## config.mk

```make
export PLATFORM = sky130hd
export DESIGN_NAME = keccak_block_feeder
export DESIGN_NICKNAME = d
export VERILOG_FILES = /design/src/rtl/keccak_pkg.sv /design/src/rtl/keccak_lane_pad.sv /design/src/rtl/keccak_block_feeder.sv
export SDC_FILE = /design/constraint.sdc
export NUM_CORES = 2
export LEC_CHECK = 0
export CELL_PAD_IN_SITES_DETAIL_PLACEMENT = 0
export CELL_PAD_IN_SITES_GLOBAL_PLACEMENT = 1
export CORE_AREA = 5 5 448 450
export DETAILED_ROUTE_END_ITERATION = 8
export DIE_AREA = 0 0 453 455
export PLACE_DENSITY_LB_ADDON = 0.1
export SLEW_MARGIN = 15
export SYNTH_ARGS = -nofsm -noshare
export SYNTH_HDL_FRONTEND = slang
export SYNTH_SLANG_ARGS = --single-unit
```

## constraint.sdc

```tcl
create_clock -name clk -period 6.23 [get_ports clk]
set_input_delay 1.246 -clock clk [delete_from_list [all_inputs] [get_ports clk]]
set_output_delay 1.246 -clock clk [all_outputs]
set_load 0.01 [all_outputs]
```

## src/rtl/keccak_pkg.sv

```systemverilog
// Shared constants and types for the Keccak block feeder.
package keccak_pkg;
  localparam int LANE_W = 64;

  localparam logic [7:0] SHA3_SUFFIX  = 8'h06;
  localparam logic [7:0] SHAKE_SUFFIX = 8'h1F;
  localparam logic [7:0] PAD_FINAL    = 8'h80;

  typedef enum logic [1:0] {
    ST_FILL  = 2'd0,
    ST_ZPAD  = 2'd1,
    ST_EXTRA = 2'd2,
    ST_HOLD  = 2'd3
  } feeder_state_e;
endpackage

```

## src/rtl/keccak_lane_pad.sv

```systemverilog
// Masks one lane to its valid bytes, drops the domain suffix right after them
// and optionally ORs the final pad bit into byte 7.
module keccak_lane_pad
  import keccak_pkg::*;
(
  input  logic [LANE_W-1:0] lane_in,
  input  logic [3:0]        nbytes,
  input  logic [7:0]        suffix,
  input  logic              last_lane,
  output logic [LANE_W-1:0] lane_out
);

  always_comb begin
    lane_out = '0;
    for (int k = 0; k < 8; k++) begin
      if (4'(k) < nbytes) begin
        lane_out[8*k +: 8] = lane_in[8*k +: 8];
      end else if (4'(k) == nbytes) begin
        lane_out[8*k +: 8] = suffix;
      end
    end
    if (last_lane) begin
      lane_out[LANE_W-1 -: 8] = lane_out[LANE_W-1 -: 8] | PAD_FINAL;
    end
  end

endmodule

```

## src/rtl/keccak_block_feeder.sv

```systemverilog
// Packs a byte-granular lane stream into pad10*1-padded rate blocks for the
// Keccak core. Optional SHAKE suffix selection via KECCAK_FEEDER_SHAKE_EN.
//
// Handshakes: a word moves when in_valid && in_ready, a block moves when
// blk_valid && blk_ready; both ready/valid outputs decode registered state only.
module keccak_block_feeder
  import keccak_pkg::*;
#(
  parameter int RATE_LANES = 17
) (
  input  logic                         clk,
  input  logic                         rst,
  input  logic [LANE_W-1:0]            in_data,
  input  logic [3:0]                   in_bytes,
  input  logic                         in_last,
  input  logic                         in_valid,
  output logic                         in_ready,
  output logic [RATE_LANES*LANE_W-1:0] blk_data,
  output logic                         blk_valid,
  input  logic                         blk_ready,
  output logic                         blk_first,
  output logic                         blk_last
`ifdef KECCAK_FEEDER_SHAKE_EN
  ,
  input  logic                         shake_mode
`endif
);

  localparam int CNT_W = (RATE_LANES > 1) ? $clog2(RATE_LANES) : 1;
  localparam logic [CNT_W-1:0] LAST_IDX = CNT_W'(RATE_LANES - 1);

  feeder_state_e     state_q, state_d;
  logic [CNT_W-1:0]  lcnt_q, lcnt_d;
  logic              need_extra_q, need_extra_d;
  logic              pend_sfx_q, pend_sfx_d;
  logic              blk_first_q, blk_first_d;
  logic              blk_last_q, blk_last_d;
  logic [LANE_W-1:0] lanes_q [RATE_LANES];
  logic [LANE_W-1:0] lanes_d [RATE_LANES];

  logic [LANE_W-1:0] pad_in, pad_out;
  logic [3:0]        pad_nbytes;
  logic [7:0]        pad_suffix;
  logic              pad_last;
  logic [7:0]        suffix;
  logic              full_tail;

`ifdef KECCAK_FEEDER_SHAKE_EN
  logic shake_q, shake_d, first_word, shake_cur;
  // The mode is latched on the message's first word but must already apply to it.
  assign first_word = (state_q == ST_FILL) && blk_first_q && (lcnt_q == '0);
  assign shake_cur  = first_word ? shake_mode : shake_q;
  assign shake_d    = (first_word && in_valid) ? shake_mode : shake_q;
  assign suffix     = shake_cur ? SHAKE_SUFFIX : SHA3_SUFFIX;
`else
  assign suffix = SHA3_SUFFIX;
`endif

  // A full final lane in the last slot leaves no room for padding.
  assign full_tail = (in_bytes >= 4'd8) && (lcnt_q == LAST_IDX);

  keccak_lane_pad u_lane_pad (
    .lane_in   (pad_in),
    .nbytes    (pad_nbytes),
    .suffix    (pad_suffix),
    .last_lane (pad_last),
    .lane_out  (pad_out)
  );

  always_ff @(posedge clk) begin
    if (rst) begin
      state_q      <= ST_FILL;
      lcnt_q       <= '0;
      need_extra_q <= 1'b0;
      pend_sfx_q   <= 1'b0;
      blk_first_q  <= 1'b1;
      blk_last_q   <= 1'b0;
      lanes_q      <= '{default: '0};
`ifdef KECCAK_FEEDER_SHAKE_EN
      shake_q      <= 1'b0;
`endif
    end else begin
      state_q      <= state_d;
      lcnt_q       <= lcnt_d;
      need_extra_q <= need_extra_d;
      pend_sfx_q   <= pend_sfx_d;
      blk_first_q  <= blk_first_d;
      blk_last_q   <= blk_last_d;
      lanes_q      <= lanes_d;
`ifdef KECCAK_FEEDER_SHAKE_EN
      shake_q      <= shake_d;
`endif
    end
  end

  always_comb begin
    state_d = state_q;
    unique case (state_q)
      ST_FILL: begin
        if (in_valid) begin
          if (lcnt_q == LAST_IDX) state_d = ST_HOLD;
          else if (in_last)       state_d = ST_ZPAD;
        end
      end
      ST_ZPAD:  state_d = ST_HOLD;
      ST_EXTRA: state_d = ST_HOLD;
      ST_HOLD: begin
        if (blk_ready) state_d = need_extra_q ? ST_EXTRA : ST_FILL;
      end
      default:  state_d = ST_FILL;
    endcase
  end

  always_comb begin
    pad_in     = '0;
    pad_nbytes = 4'd8;
    pad_suffix = '0;
    pad_last   = 1'b0;
    unique case (state_q)
      ST_FILL: begin
        pad_in     = in_data;
        pad_nbytes = in_last ? in_bytes : 4'd8;
        pad_suffix = suffix;
        pad_last   = in_last && (lcnt_q == LAST_IDX) && !full_tail;
      end
      ST_ZPAD: begin
        // Suffix is pending here only when the tail lane was completely full.
        pad_nbytes = 4'd0;
        pad_suffix = pend_sfx_q ? suffix : 8'h00;
        pad_last   = (lcnt_q == LAST_IDX);
      end
      ST_EXTRA: begin
        pad_nbytes = 4'd0;
        pad_suffix = suffix;
      end
      default: begin
        pad_nbytes = 4'd8;
      end
    endcase
  end

  always_comb begin
    lanes_d      = lanes_q;
    lcnt_d       = lcnt_q;
    need_extra_d = need_extra_q;
    pend_sfx_d   = pend_sfx_q;
    blk_first_d  = blk_first_q;
    blk_last_d   = blk_last_q;
    unique case (state_q)
      ST_FILL: begin
        if (in_valid) begin
          lanes_d[lcnt_q] = pad_out;
          if (lcnt_q != LAST_IDX) lcnt_d = lcnt_q + CNT_W'(1);
          if (in_last) begin
            blk_last_d = !full_tail;
            if (full_tail)                need_extra_d = 1'b1;
            else if (in_bytes >= 4'd8)    pend_sfx_d   = 1'b1;
          end
        end
      end
      ST_ZPAD: begin
        lanes_d[lcnt_q] = pad_out;
        lanes_d[RATE_LANES-1][LANE_W-1 -: 8] = lanes_d[RATE_LANES-1][LANE_W-1 -: 8] | PAD_FINAL;
        pend_sfx_d = 1'b0;
      end
      ST_EXTRA: begin
        lanes_d[0] = pad_out;
        lanes_d[RATE_LANES-1][LANE_W-1 -: 8] = lanes_d[RATE_LANES-1][LANE_W-1 -: 8] | PAD_FINAL;
        need_extra_d = 1'b0;
        blk_last_d   = 1'b1;
      end
      ST_HOLD: begin
        if (blk_ready) begin
          lanes_d     = '{default: '0};
          lcnt_d      = '0;
          blk_first_d = blk_last_q;
          blk_last_d  = 1'b0;
        end
      end
      default: begin
        lcnt_d = '0;
      end
    endcase
  end

  always_comb begin
    in_ready  = (state_q == ST_FILL);
    blk_valid = (state_q == ST_HOLD);
    blk_first = blk_first_q;
    blk_last  = blk_last_q;
  end

  for (genvar i = 0; i < RATE_LANES; i++) begin : g_lane
    assign blk_data[i*LANE_W +: LANE_W] = lanes_q[i];
  end

endmodule

```

==> run metrics <==
row count=163; ys async rst share=0%; type of the worst setup path=register to primary output; DR pass1 iterations=6; first-pass GRT wire length=297400 um; Critical Path Start Type=register; CTS sink cnt=1099; fin util=28.17%; VDD IR-drop max=199.1 uV; pins over their slew limit=0; layout cells sized above 1=9.480%; pwr dens=325.2 nW/um^2; post-synthesis sequential area ratio=60.35%; CTS resizes=0; fmax=0.2407 GHz; DRC violations left=0; clk slew on worst S/H paths=0.06 ns; Post-synth EDFFs=0; Total Power=0.01797 W; final clock skew=0.02105 ns; syn avg cell area=10.90 um^2; fin nets=4466; count of cell types in the netlist=67; number of port buffers=1164; vias in the first global route=31040; CTS buffer count=139; Vias per Instance=4.449; fillers=20470; io pins=1165; maximum clock path buffer count=3; number of setup buffers added after CTS=0; total gr overflow=0; final setup violation count=0; cts hold-fix bufs=0; flip-flop and latch count after synthesis=1099; later-pin clock latency in the skew report=0.81 ns; Leakage=19.34 nW; largest net degree at the start of global routing=197; RD Place Congestion=0.7559; Iter 0 DRT Violations=2242; status=complete, no violations; final hold viol count=0; Max Cap Viol=0; Post-Route WL=225100 um; total track usage=20.79%; antenna violations before repair=11; Core ar.=196200 um^2; Syn Inst Count=3345; RSZ-0062 raised after global routing=false; clk root buf=clkbuf_16; H-tree depth=4; Syn Nets=3428; crit end category=primary output; post-route clock period utilization=66.69%; Routed Antenna Nets=0; CTS tree=done; area added between synthesis and finish=51.58%; Critical Path RT=4.98 ns; vias=31710; die area=206100 um^2; Chip Width=453 um; cell area after synthesis=36460 um^2; setup TNS=0 ns; Tmin final=4.155 ns; Starting Density=18.58%; routed wire length per instance=31.58 um; Synthesis Warnings=0; Tightest Hold Check Type=register to register; Post-DP HPWL=157600 um; max_slew headroom=11.13%; Synth Flop Type=dfxtp_1; Die Y=455 um; CP max FO=33; worst slew pin tran=1.333 ns; WP data arrival=2.91 ns
-- flip-flops by register name, summed over array words and instances, names as in the netlist --
register and cells:
pend_sfx_q 1, blk_last 1, lcnt_q 5, blk_data 1088
need_extra_q 1, state_q 2, blk_first 1
-- layout by cell type (no fill, tap or decap), types with 7 or more instances in the layout --
master              n
a21o_1              8
a21oi_1            10
a22o_1            479
a22oi_1           433
a31oi_2             7
and2_1             14
and2_2             18
and3_1             29
buf_4             111
clkbuf_1           43
clkbuf_16         140
clkbuf_8           18
clkdlybuf4s50_1  1163
clkinv_2           18
dfxtp_1          1099
ha_1                8
inv_1               9
inv_6               7
nand2_1            65
nand3_1            11
nor2_1            459
nor2_2             12
nor2b_2             8
nor3_1             10
nor3_2             14
o21ai_0            16
o21ai_4             9
o2bb2ai_1         160
-- cell families (layout without fill, tap and decap cells) --
group / count (synthesis) / count (layout) / synth area share (%)
adders and majority gates: 10 / 10 / 0.3432
and+or+nand+nor: 682 / 682 / 8.048
other: 0 / 4 / 0
DFF: 1099 / 1099 / 60.35
buffers and inverters: 388 / 1526 / 5.035
xor gates and xnor gates: 3 / 3 / 0.07208
AOI/OAI and AO/OA: 1163 / 1163 / 26.15
-- cell type report --
class / instances / area, um^2 / area share (%)
clock buffers: 201 / 3913 / 7.080
clock inverters: 40 / 430.4 / 0.7789
inverters: 9 / 33.78 / 0.06113
repair buffers: 1276 / 12510 / 22.64
well taps: 2640 / 3303 / 5.977
multi-input cells: 1858 / 13060 / 23.63
flip-flops and latches: 1099 / 22000 / 39.81
diodes: 4 / 10.01 / 0.01811
-- worst paths after layout --
check | slack [ns] | cells after the start | startpoint | endpoint
worst min register to register | 0.46 | 1 | blk_data[754]$_SDFFE_PP0P_ | blk_data[754]$_SDFFE_PP0P_
worst max-delay path | 2.08 | 4 | state_q[1]$_SDFFE_PP0P_ | in_ready
worst min-delay path | 0.46 | 1 | blk_data[754]$_SDFFE_PP0P_ | blk_data[754]$_SDFFE_PP0P_
worst max register to register | 2.23 | 7 | state_q[1]$_SDFFE_PP0P_ | blk_data[469]$_SDFFE_PP0P_
-- critical path: stages, from the launching register on --
cell and delay [ns]:
dfxtp_1 0.35, inv_1 0.13, ha_2 0.49, buf_4 0.42
clkdlybuf4s50_1 0.70
-- Yosys cell counts, drive strengths merged, types with 10 or more instances --
master / instances / area [um^2]
nand3: 11 / 55.05
and3: 31 / 193.9
nor2b: 11 / 73.82
a22oi: 433 / 3251
a22o: 480 / 4204
o2bb2ai: 160 / 1401
and2: 33 / 209.0
buf: 213 / 1177
a31oi: 11 / 93.84
nor2: 475 / 1785
nand2: 70 / 275.3
clkbuf: 166 / 624.3
o21ai: 27 / 165.2
a21oi: 16 / 98.85
ha: 10 / 125.1
nor3: 26 / 146.4
dfxtp: 1099 / 22000
-- metrics by stage --
| step | std cells | setup WS (ns) | cell area [um^2] | hold WS, ns |
|---|---|---|---|---|
| 5_1_grt | 7125 | 1.863 | 55260 | 0.4756 |
| 4_1_cts | 7123 | 1.942 | 55250 | 0.4605 |
| 6_report | 7127 | 2.075 | 55260 | 0.4593 |
| 3_5_place_dp | 6882 | 1.548 | 50900 | 0.4454 |
| 2_1_floorplan | 3345 | 3.329 | 36460 | 0.4805 |
| 3_3_place_gp | 6882 | 1.575 | 50900 | 0.4356 |
-- power by group --
group	total (W)	internal (W)	switching, W	leakage, nW
Sequential	0.00728	0.00718	0.0000951	8.86
Combinational	0.00275	0.000691	0.00206	8.36
Clock	0.00794	0.00455	0.00339	2.12
Total	0.0180	0.0124	0.00555	19.3
-- metal layers --
metal,track usage [%],share of wire [%]
met4,6.773,3.4
met5,0,0
met3,7.234,8.0
met1,23.89,39
met2,36.12,49
Power figures use the tool's default switching activity.
